**config.mk**
```make
export PLATFORM = sky130hd
export DESIGN_NAME = pipe_reg_elastic
export DESIGN_NICKNAME = d
export VERILOG_FILES = /design/src/rtl/pipe_reg_elastic.sv
export SDC_FILE = /design/constraint.sdc
export NUM_CORES = 1
export LEC_CHECK = 0
export CAP_MARGIN = 10
export CORE_UTILIZATION = 49
export DETAILED_ROUTE_END_ITERATION = 8
export GPL_TIMING_DRIVEN = 0
export PLACE_DENSITY = 0.88
export SLEW_MARGIN = 25
export SYNTH_ARGS = -nofsm -noshare
export SYNTH_HDL_FRONTEND = slang
export SYNTH_SLANG_ARGS = --single-unit
```
**constraint.sdc**
```tcl
create_clock -name clk -period 1.8 [get_ports clk]
set_clock_uncertainty 0.1 [all_clocks]
set_input_delay 0.18 -clock clk [delete_from_list [all_inputs] [get_ports clk]]
set_output_delay 0.18 -clock clk [all_outputs]
set_load 0.02 [all_outputs]
```
**src/rtl/pipe_reg_elastic.sv**
```systemverilog
// Elastic pipeline register: DEPTH valid/ready stages with collapsing bubbles and synchronous flush.
// Optional one-entry input skid buffer enabled by defining PIPE_REG_SKID_EN.
module pipe_reg_elastic #(
  parameter int unsigned WIDTH = 32,
  parameter int unsigned DEPTH = 2
) (
  input  logic                          clk,
  input  logic                          reset,
  input  logic                          flush,
  input  logic                          in_valid,
  output logic                          in_ready,
  input  logic [WIDTH-1:0]              in_data,
  output logic                          out_valid,
  input  logic                          out_ready,
  output logic [WIDTH-1:0]              out_data,
  output logic [$clog2(DEPTH+2)-1:0]    occupancy
);

  localparam int unsigned OccW = $clog2(DEPTH + 2);

  logic [DEPTH-1:0] v_q, v_d;
  logic [WIDTH-1:0] d_q [DEPTH];
  logic [WIDTH-1:0] d_d [DEPTH];
  logic [DEPTH:0]   rdy;
  logic             src_v;
  logic [WIDTH-1:0] src_d;
  logic [OccW-1:0]  occ_q, occ_d;

`ifdef PIPE_REG_SKID_EN
  logic             skid_v_q, skid_v_d;
  logic [WIDTH-1:0] skid_d_q, skid_d_d;
  logic             accept;
`endif

  // A stage can load when it is empty or everything downstream of it can move.
  always_comb begin
    rdy        = '0;
    rdy[DEPTH] = out_ready;
    for (int i = int'(DEPTH) - 1; i >= 0; i--) begin
      rdy[i] = !v_q[i] | rdy[i+1];
    end
  end

`ifdef PIPE_REG_SKID_EN
  // in_ready comes straight from the skid flop, so out_ready never reaches it.
  always_comb begin
    in_ready = !skid_v_q & !flush;
    accept   = in_valid & !skid_v_q;
    src_v    = skid_v_q | accept;
    src_d    = skid_v_q ? skid_d_q : in_data;
    skid_v_d = skid_v_q ? !rdy[0] : (accept & !rdy[0]);
    skid_d_d = (accept & !rdy[0]) ? in_data : skid_d_q;
    if (flush) begin
      skid_v_d = 1'b0;
    end
  end
`else
  always_comb begin
    in_ready = rdy[0] & !flush;
    src_v    = in_valid;
    src_d    = in_data;
  end
`endif

  always_comb begin
    v_d = v_q;
    d_d = d_q;
    if (rdy[0]) begin
      v_d[0] = src_v;
      if (src_v) begin
        d_d[0] = src_d;
      end
    end
    for (int i = 1; i < int'(DEPTH); i++) begin
      if (rdy[i]) begin
        v_d[i] = v_q[i-1];
        if (v_q[i-1]) begin
          d_d[i] = d_q[i-1];
        end
      end
    end
    // Flush squashes valids only; data registers keep their contents.
    if (flush) begin
      v_d = '0;
      d_d = d_q;
    end
  end

  always_comb begin
    occ_d = '0;
    for (int i = 0; i < int'(DEPTH); i++) begin
      occ_d = occ_d + OccW'(v_d[i]);
    end
`ifdef PIPE_REG_SKID_EN
    occ_d = occ_d + OccW'(skid_v_d);
`endif
  end

  always_ff @(posedge clk) begin
    if (reset) begin
      v_q   <= '0;
      occ_q <= '0;
      for (int i = 0; i < int'(DEPTH); i++) begin
        d_q[i] <= '0;
      end
`ifdef PIPE_REG_SKID_EN
      skid_v_q <= 1'b0;
      skid_d_q <= '0;
`endif
    end else begin
      v_q   <= v_d;
      occ_q <= occ_d;
      for (int i = 0; i < int'(DEPTH); i++) begin
        d_q[i] <= d_d[i];
      end
`ifdef PIPE_REG_SKID_EN
      skid_v_q <= skid_v_d;
      skid_d_q <= skid_d_d;
`endif
    end
  end

  assign out_valid = v_q[DEPTH-1] & !flush;
  assign out_data  = d_q[DEPTH-1];
  assign occupancy = occ_q;

endmodule

```
==> results of run 1 <==
## synthesized netlist by cell type
| master | instances |
|---|---|
| nor2_1 | 3 |
| nand2b_1 | 67 |
| a21oi_4 | 1 |
| o21ai_0 | 27 |
| a21oi_1 | 34 |
| buf_4 | 37 |
| o21ai_1 | 5 |
| dfxtp_1 | 68 |
| nor2b_1 | 5 |
| mux2i_1 | 32 |
| ha_1 | 1 |
| buf_6 | 3 |
| nor3_1 | 2 |
| nand3_1 | 32 |
| buf_2 | 4 |
| clkbuf_1 | 17 |
## final cells by class
class	count	area (sq um)
fillers	495	1910
flip-flops and latches	68	1360
multi-input cells	209	1310
repair buffers	74	732
plain buffers	60	394
clock buffers	11	131
well taps	75	93.8
clock inverters	5	52.6
## power groups by stage
stage	clock network [mW]	logic (mW)	registers, mW
CTS	1.20	0.295	1.57
global placement	0	0.289	1.60
global route	1.27	0.320	1.58
floorplan	0	0.167	1.60
detailed placement	0	0.293	1.61
finish	1.19	0.295	1.57
## worst register-to-register path: cells and delay by family (launching register included)
kind / cells / cell delay, ns
AOI/OAI and AO/OA: 1 / 0.28
buffers and inverters: 3 / 0.51
DFF: 1 / 0.32
muxes: 1 / 0.21
and+or+nand+nor: 1 / 0.14
## state kept, by name, indices dropped and copies added, names as in the netlist
signal	cells
d_q	32
out_data	32
occupancy	2
v_q	2
## logic make-up (layout without fill, tap and decap cells)
group	Yosys count	count (layout)
compound gates	67	67
flops	68	68
fa+ha+maj	1	1
simple gates	109	109
mux	32	32
buf+inv	61	150
## metal layers
metal	GRT usage, %	wire length, um	vias up
met2	34.2	3130	57
met3	5.06	219	10
met4	6.43	104	0
met1	27.6	3040	1160
li1	-	-	1266
met5	0	0	-
## what timing repair did
action                     in CTS  in global routing
setup endpoints to repair       1                  1
hold endpoints to repair        2                  0
resized for setup               1                  1
setup buffers                   0                  3
cloned                          0                  0
hold buffers                    1                  0
## final timing paths
| check | startpoint | to | slack, ns | cells past startpoint |
|---|---|---|---|---|
| setup / recovery | v_q[1] | in_ready | 0.1 | 4 |
| hold / removal | reset | d_q[43] | 0.14 | 3 |
| setup reg to reg | v_q[1] | d_q[60] | 0.18 | 6 |
| hold reg to reg | d_q[62] | out_data[30] | 0.37 | 2 |
## stage by stage
| stage | TNS, ns | worst slack (ns) | instance area [sq um] |
|---|---|---|---|
| finish | 0 | 0.0997 | 4080 |
| detailed placement | -0.520 | -0.320 | 3860 |
| floorplan | 0 | 0.253 | 3070 |
| global placement | -0.505 | -0.343 | 3860 |
| CTS | 0 | 0.0183 | 4050 |
| global route | 0 | 0.0276 | 4080 |
==> metrics.md, run 1 <==
| Metric | Value |
|---|---|
| Post-synth top area share | `44.4%` |
| First-pass GRT wire length | `10.6 mm` |
| Clock slew at reported path FFs | `0.07 ns` |
| Critical Path Start Type | `register` |
| Clk pwr share | `38.9%` |
| DIE WIDTH | `81.1 um` |
| Die Ht | `81.1 um` |
| Post-synthesis xor/xnor area fraction | `0%` |
| Largest net degree at the start of global routing | `19` |
| Crit Path Class | `reg -> out` |
| RSZ-0062 raised after global routing | `no` |
| Layout cell share with drive strength beyond 1 | `14.3%` |
| GP Congestion | `0.801` |
| Synth-to-Final Area Change | `32.9%` |
| Most frequent cells in the layout | `clkdlybuf4s50_1 (69), dfxtp_1 (68), nand2b_1 (67)` |
| CTS tree | `done` |
| Max VDD drop | `0.427 mV` |
| DRT Wirelength | `6.50 mm` |
| First-pass DRT Iterations | `4` |
| Switching Fraction | `23.1%` |
| Crit path max-delay family | `buffers and inverters` |
| Port buffer count | `70` |
| Syn Area/Cell | `9.08 sq um` |
| Antenna-violating nets left | `0` |
| Ys Warns | `0` |
| Sequential share of the synthesized area | `44.4%` |
| Min Clock Period, post-route | `1.70 ns` |
| Outcome | `finished, final reports clean` |
| Period utilisation layout | `94.5%` |
| Vias in the first global route | `2254` |
| Mux contribution to synthesized area | `10.4%` |
| Final Instance Count excl. Fillers | `502` |
| Fmax | `0.588 GHz` |
| Clk buf depth | `2` |
| Syn nets | `376` |
| Power Density | `750 mW/mm^2` |
| Sw Pwr | `0.707 mW` |
| Relative slew slack | `68.6%` |
| Maximum capacitance violations | `0` |
| Leak pwr | `1.52 nW` |
| Clk root buf | `clkbuf_8` |
| Worst EP required | `1.52 ns` |
| Seq pwr share | `51.4%` |
| Cells after synthesis | `338` |
| Placed wire-length estimate | `4.59 mm` |
| Hold_ws | `0.136 ns` |
| Flop and latch count out of synthesis | `68` |
| Slowest stage delay, CP | `0.35 ns` |
| Clock sink count | `68` |
| I/O Pins | `73` |
| WL/cell | `12.9 um` |
| CP Max Fanout | `11` |
| Drt drc | `0` |
| GRT Residual Overflow | `0` |
| Simple-gate share of the synthesized area | `20.6%` |
| Synth cell types | `16` |
| Slowest stage cell on the critical path | `dlygate4sd2_1` |
| Commonest non-fill, non-tap cell in the layout | `clkdlybuf4s50_1` |
| Mapped Area | `0.00307 sq mm` |
| Gate power share | `9.6%` |
| Antenna cells | `0` |
| Tightest Pin Transition | `0.472 ns` |
| CTS H-tree lvls | `3` |
| Final count of hold timing violations | `0` |
| Core Util, Final | `68.0%` |
| Final count of negative-setup-slack endpoints | `0` |
| Worst skew pair latency | `0.34 ns` |
| Antenna violations before repair | `0` |
| Crit path cell chain | `nor2b_1, buf_6, a21oi_1, dlygate4sd2_1` |
| Total CTS buffers | `9` |
| Adder-cell share of the synthesized area | `0.408%` |
| Arrival time worst endpoint | `1.42 ns` |
| Critical Path End Type | `output port` |
| Critical path buffers and inverters | `2` |
| Synth Area in Compound Gates | `11.3%` |
| Iteration-0 DRC Markers | `100` |
| HP Class | `in -> reg` |
| DR vias/cell | `4.97` |
| Die ar. | `0.00658 sq mm` |
| Gr usage total | `21.1%` |
| Internal | `2.35 mW` |
| Starting Density | `51.2%` |
| Vias | `2493` |
| Row count | `28` |
| Synth area leaders | `dfxtp_1 (44%), nand2b_1 (14%), mux2i_1 (10%), buf_4 (9.1%), a21oi_1 (5.5%)` |
| Placeable Area | `0.00599 sq mm` |
| Largest family of logic cells by synthesized area | `simple AND/OR/NAND/NOR gates` |
| Max Slew Vio Count | `0` |
| Placed cell count | `483` |
| Final nets | `460` |
| PnR Total Power | `3.06 mW` |
| Post-synth top area cell | `dfxtp_1` |
No activity file was read; power rests on OpenSTA's default activity.
==> run 2, diff against run 1 <==
CORE_UTILIZATION = 51   (was 49)
CTS_BUF_LIST = sky130_fd_sc_hd__clkbuf_4   (was default)
PLACE_DENSITY = default   (was 0.88)
PLACE_DENSITY_LB_ADDON = 0.12   (was default)
==> run 2 against run 1 <==
Effect of this change:
- first-iteration DRC count up 66%
- highest routed layer unchanged
- utilization is 3.6 points higher
- cell count down 0.80%
- routed wire length rose by 4.1%
- worst hold slack got worse by 0.067 ns
- final area is 0.86% lower
- sequential share of layout area grew 0.29 points
- largest power group unchanged
- sequential power about the same
==> metrics.md, run 2 (synthesis results as in run 1) <==
| Metric | Value |
|---|---|
| Largest net degree at the start of global routing | `13` |
| Die ar. | `0.00633 sq mm` |
| Final count of negative-setup-slack endpoints | `0` |
| Port buffer count | `70` |
| Max Slew Vio Count | `0` |
| Maximum capacitance violations | `0` |
| Max VDD drop | `0.524 mV` |
| Final nets | `459` |
| Slowest stage delay, CP | `0.59 ns` |
| Final count of hold timing violations | `0` |
| Slowest stage cell on the critical path | `clkdlybuf4s50_1` |
| Hold_ws | `0.0688 ns` |
| Relative slew slack | `68.3%` |
| Clk root buf | `clkbuf_4` |
| PnR Total Power | `2.71 mW` |
| Vias in the first global route | `2352` |
| Iteration-0 DRC Markers | `166` |
| Crit path max-delay family | `buffers and inverters` |
| Die Ht | `79.6 um` |
| WL/cell | `13.6 um` |
| Leak pwr | `1.88 nW` |
| GRT Residual Overflow | `0` |
| CTS tree | `done` |
| Min Clock Period, post-route | `1.74 ns` |
| Total CTS buffers | `9` |
| CP Max Fanout | `2` |
| Critical Path Start Type | `register` |
| Antenna cells | `0` |
| CTS H-tree lvls | `3` |
| Placeable Area | `0.00564 sq mm` |
| Gr usage total | `23.5%` |
| Critical Path End Type | `output port` |
| Synth-to-Final Area Change | `31.7%` |
| Fmax | `0.574 GHz` |
| Most frequent cells in the layout | `dfxtp_1 (68), nand2b_1 (67), clkdlybuf4s50_1 (47)` |
| Period utilisation layout | `96.8%` |
| DR vias/cell | `5.08` |
| Clock sink count | `68` |
| Row count | `27` |
| Power Density | `670 mW/mm^2` |
| Worst slack, placed | `-0.307 ns` |
| Final worst slack | `0.0582 ns` |
| DIE WIDTH | `79.6 um` |
| Commonest non-fill, non-tap cell in the layout | `dfxtp_1` |
| GP Congestion | `0.837` |
| HP Class | `in -> reg` |
| Antenna-violating nets left | `0` |
| First-pass GRT wire length | `11.3 mm` |
| Outcome | `finished, final reports clean` |
| Vias | `2532` |
| Placed wire-length estimate | `4.69 mm` |
| Arrival time worst endpoint | `1.46 ns` |
| First-pass DRT Iterations | `4` |
| RSZ-0062 raised after global routing | `no` |
| Layout cell share with drive strength beyond 1 | `14.6%` |
| Starting Density | `54.4%` |
| Crit path cell chain | `buf_4, clkdlybuf4s50_1` |
| Worst EP required | `1.52 ns` |
| Drt drc | `0` |
| Tightest Pin Transition | `0.475 ns` |
| Worst skew pair latency | `0.42 ns` |
| DRT Wirelength | `6.76 mm` |
| I/O Pins | `73` |
| Clock slew at reported path FFs | `0.12 ns` |
| Antenna violations before repair | `0` |
| Crit Path Class | `reg -> out` |
| Clk buf depth | `2` |
| Critical path buffers and inverters | `2` |
run 2: report_power, final:
part / internal [mW] / total (mW) / switching (mW)
sequential: 1.55 / 1.57 / 0.0233
clock: 0.273 / 0.839 / 0.567
combinational: 0.167 / 0.298 / 0.131
run 2: path summary, 6_finish.rpt:
kind,to,cells past startpoint,startpoint,slack [ns]
max,out_data[26],2,out_data[26],0.06
max reg2reg,d_q[63],6,v_q[1],0.13
min,d_q[43],3,reset,0.07
min reg2reg,out_data[5],2,d_q[37],0.37
run 2: tightest hold or removal path, cell delays in order:
cell,delay [ns]
buf_2,0.18
nand2b_1,0.13
mux2i_1,0.06
run 2: area by class of cell:
class,count,area (sq um)
fillers,465,1600
flip-flops and latches,68,1360
well taps,72,90.1
clock buffers,9,67.6
repair buffers,73,772
multi-input cells,209,1310
plain buffers,60,395
clock inverters,7,43.8
run 2: layer usage:
metal | global-route usage [%] | up-vias | part of all wire, %
met5 | 0 | - | 0
met4 | 6.55 | 0 | 1.2
met3 | 6.40 | 8 | 6.4
met2 | 37.4 | 82 | 49
met1 | 31.1 | 1175 | 43
li1 | - | 1267 | -
run 2: timing repair:
action                     CTS  global route
hold endpoints to repair     2             0
setup buffers                2             0
setup endpoints to repair    2            23
hold buffers                 1             0
cloned                       0             0
pin swaps                    0             0
gates resized for setup      3            25
run 2: per-stage QoR:
step / utilization, % / TNS, ns / instance area [sq um] / cells
after CTS: 70.7 / 0 / 3990 / 498
after global routing: 71.6 / 0 / 4040 / 498
final: 71.6 / 0 / 4040 / 498
after global placement: 68.4 / -0.475 / 3860 / 480
after detailed placement: 68.4 / -0.540 / 3860 / 480
after floorplan: - / 0 / 3070 / 338
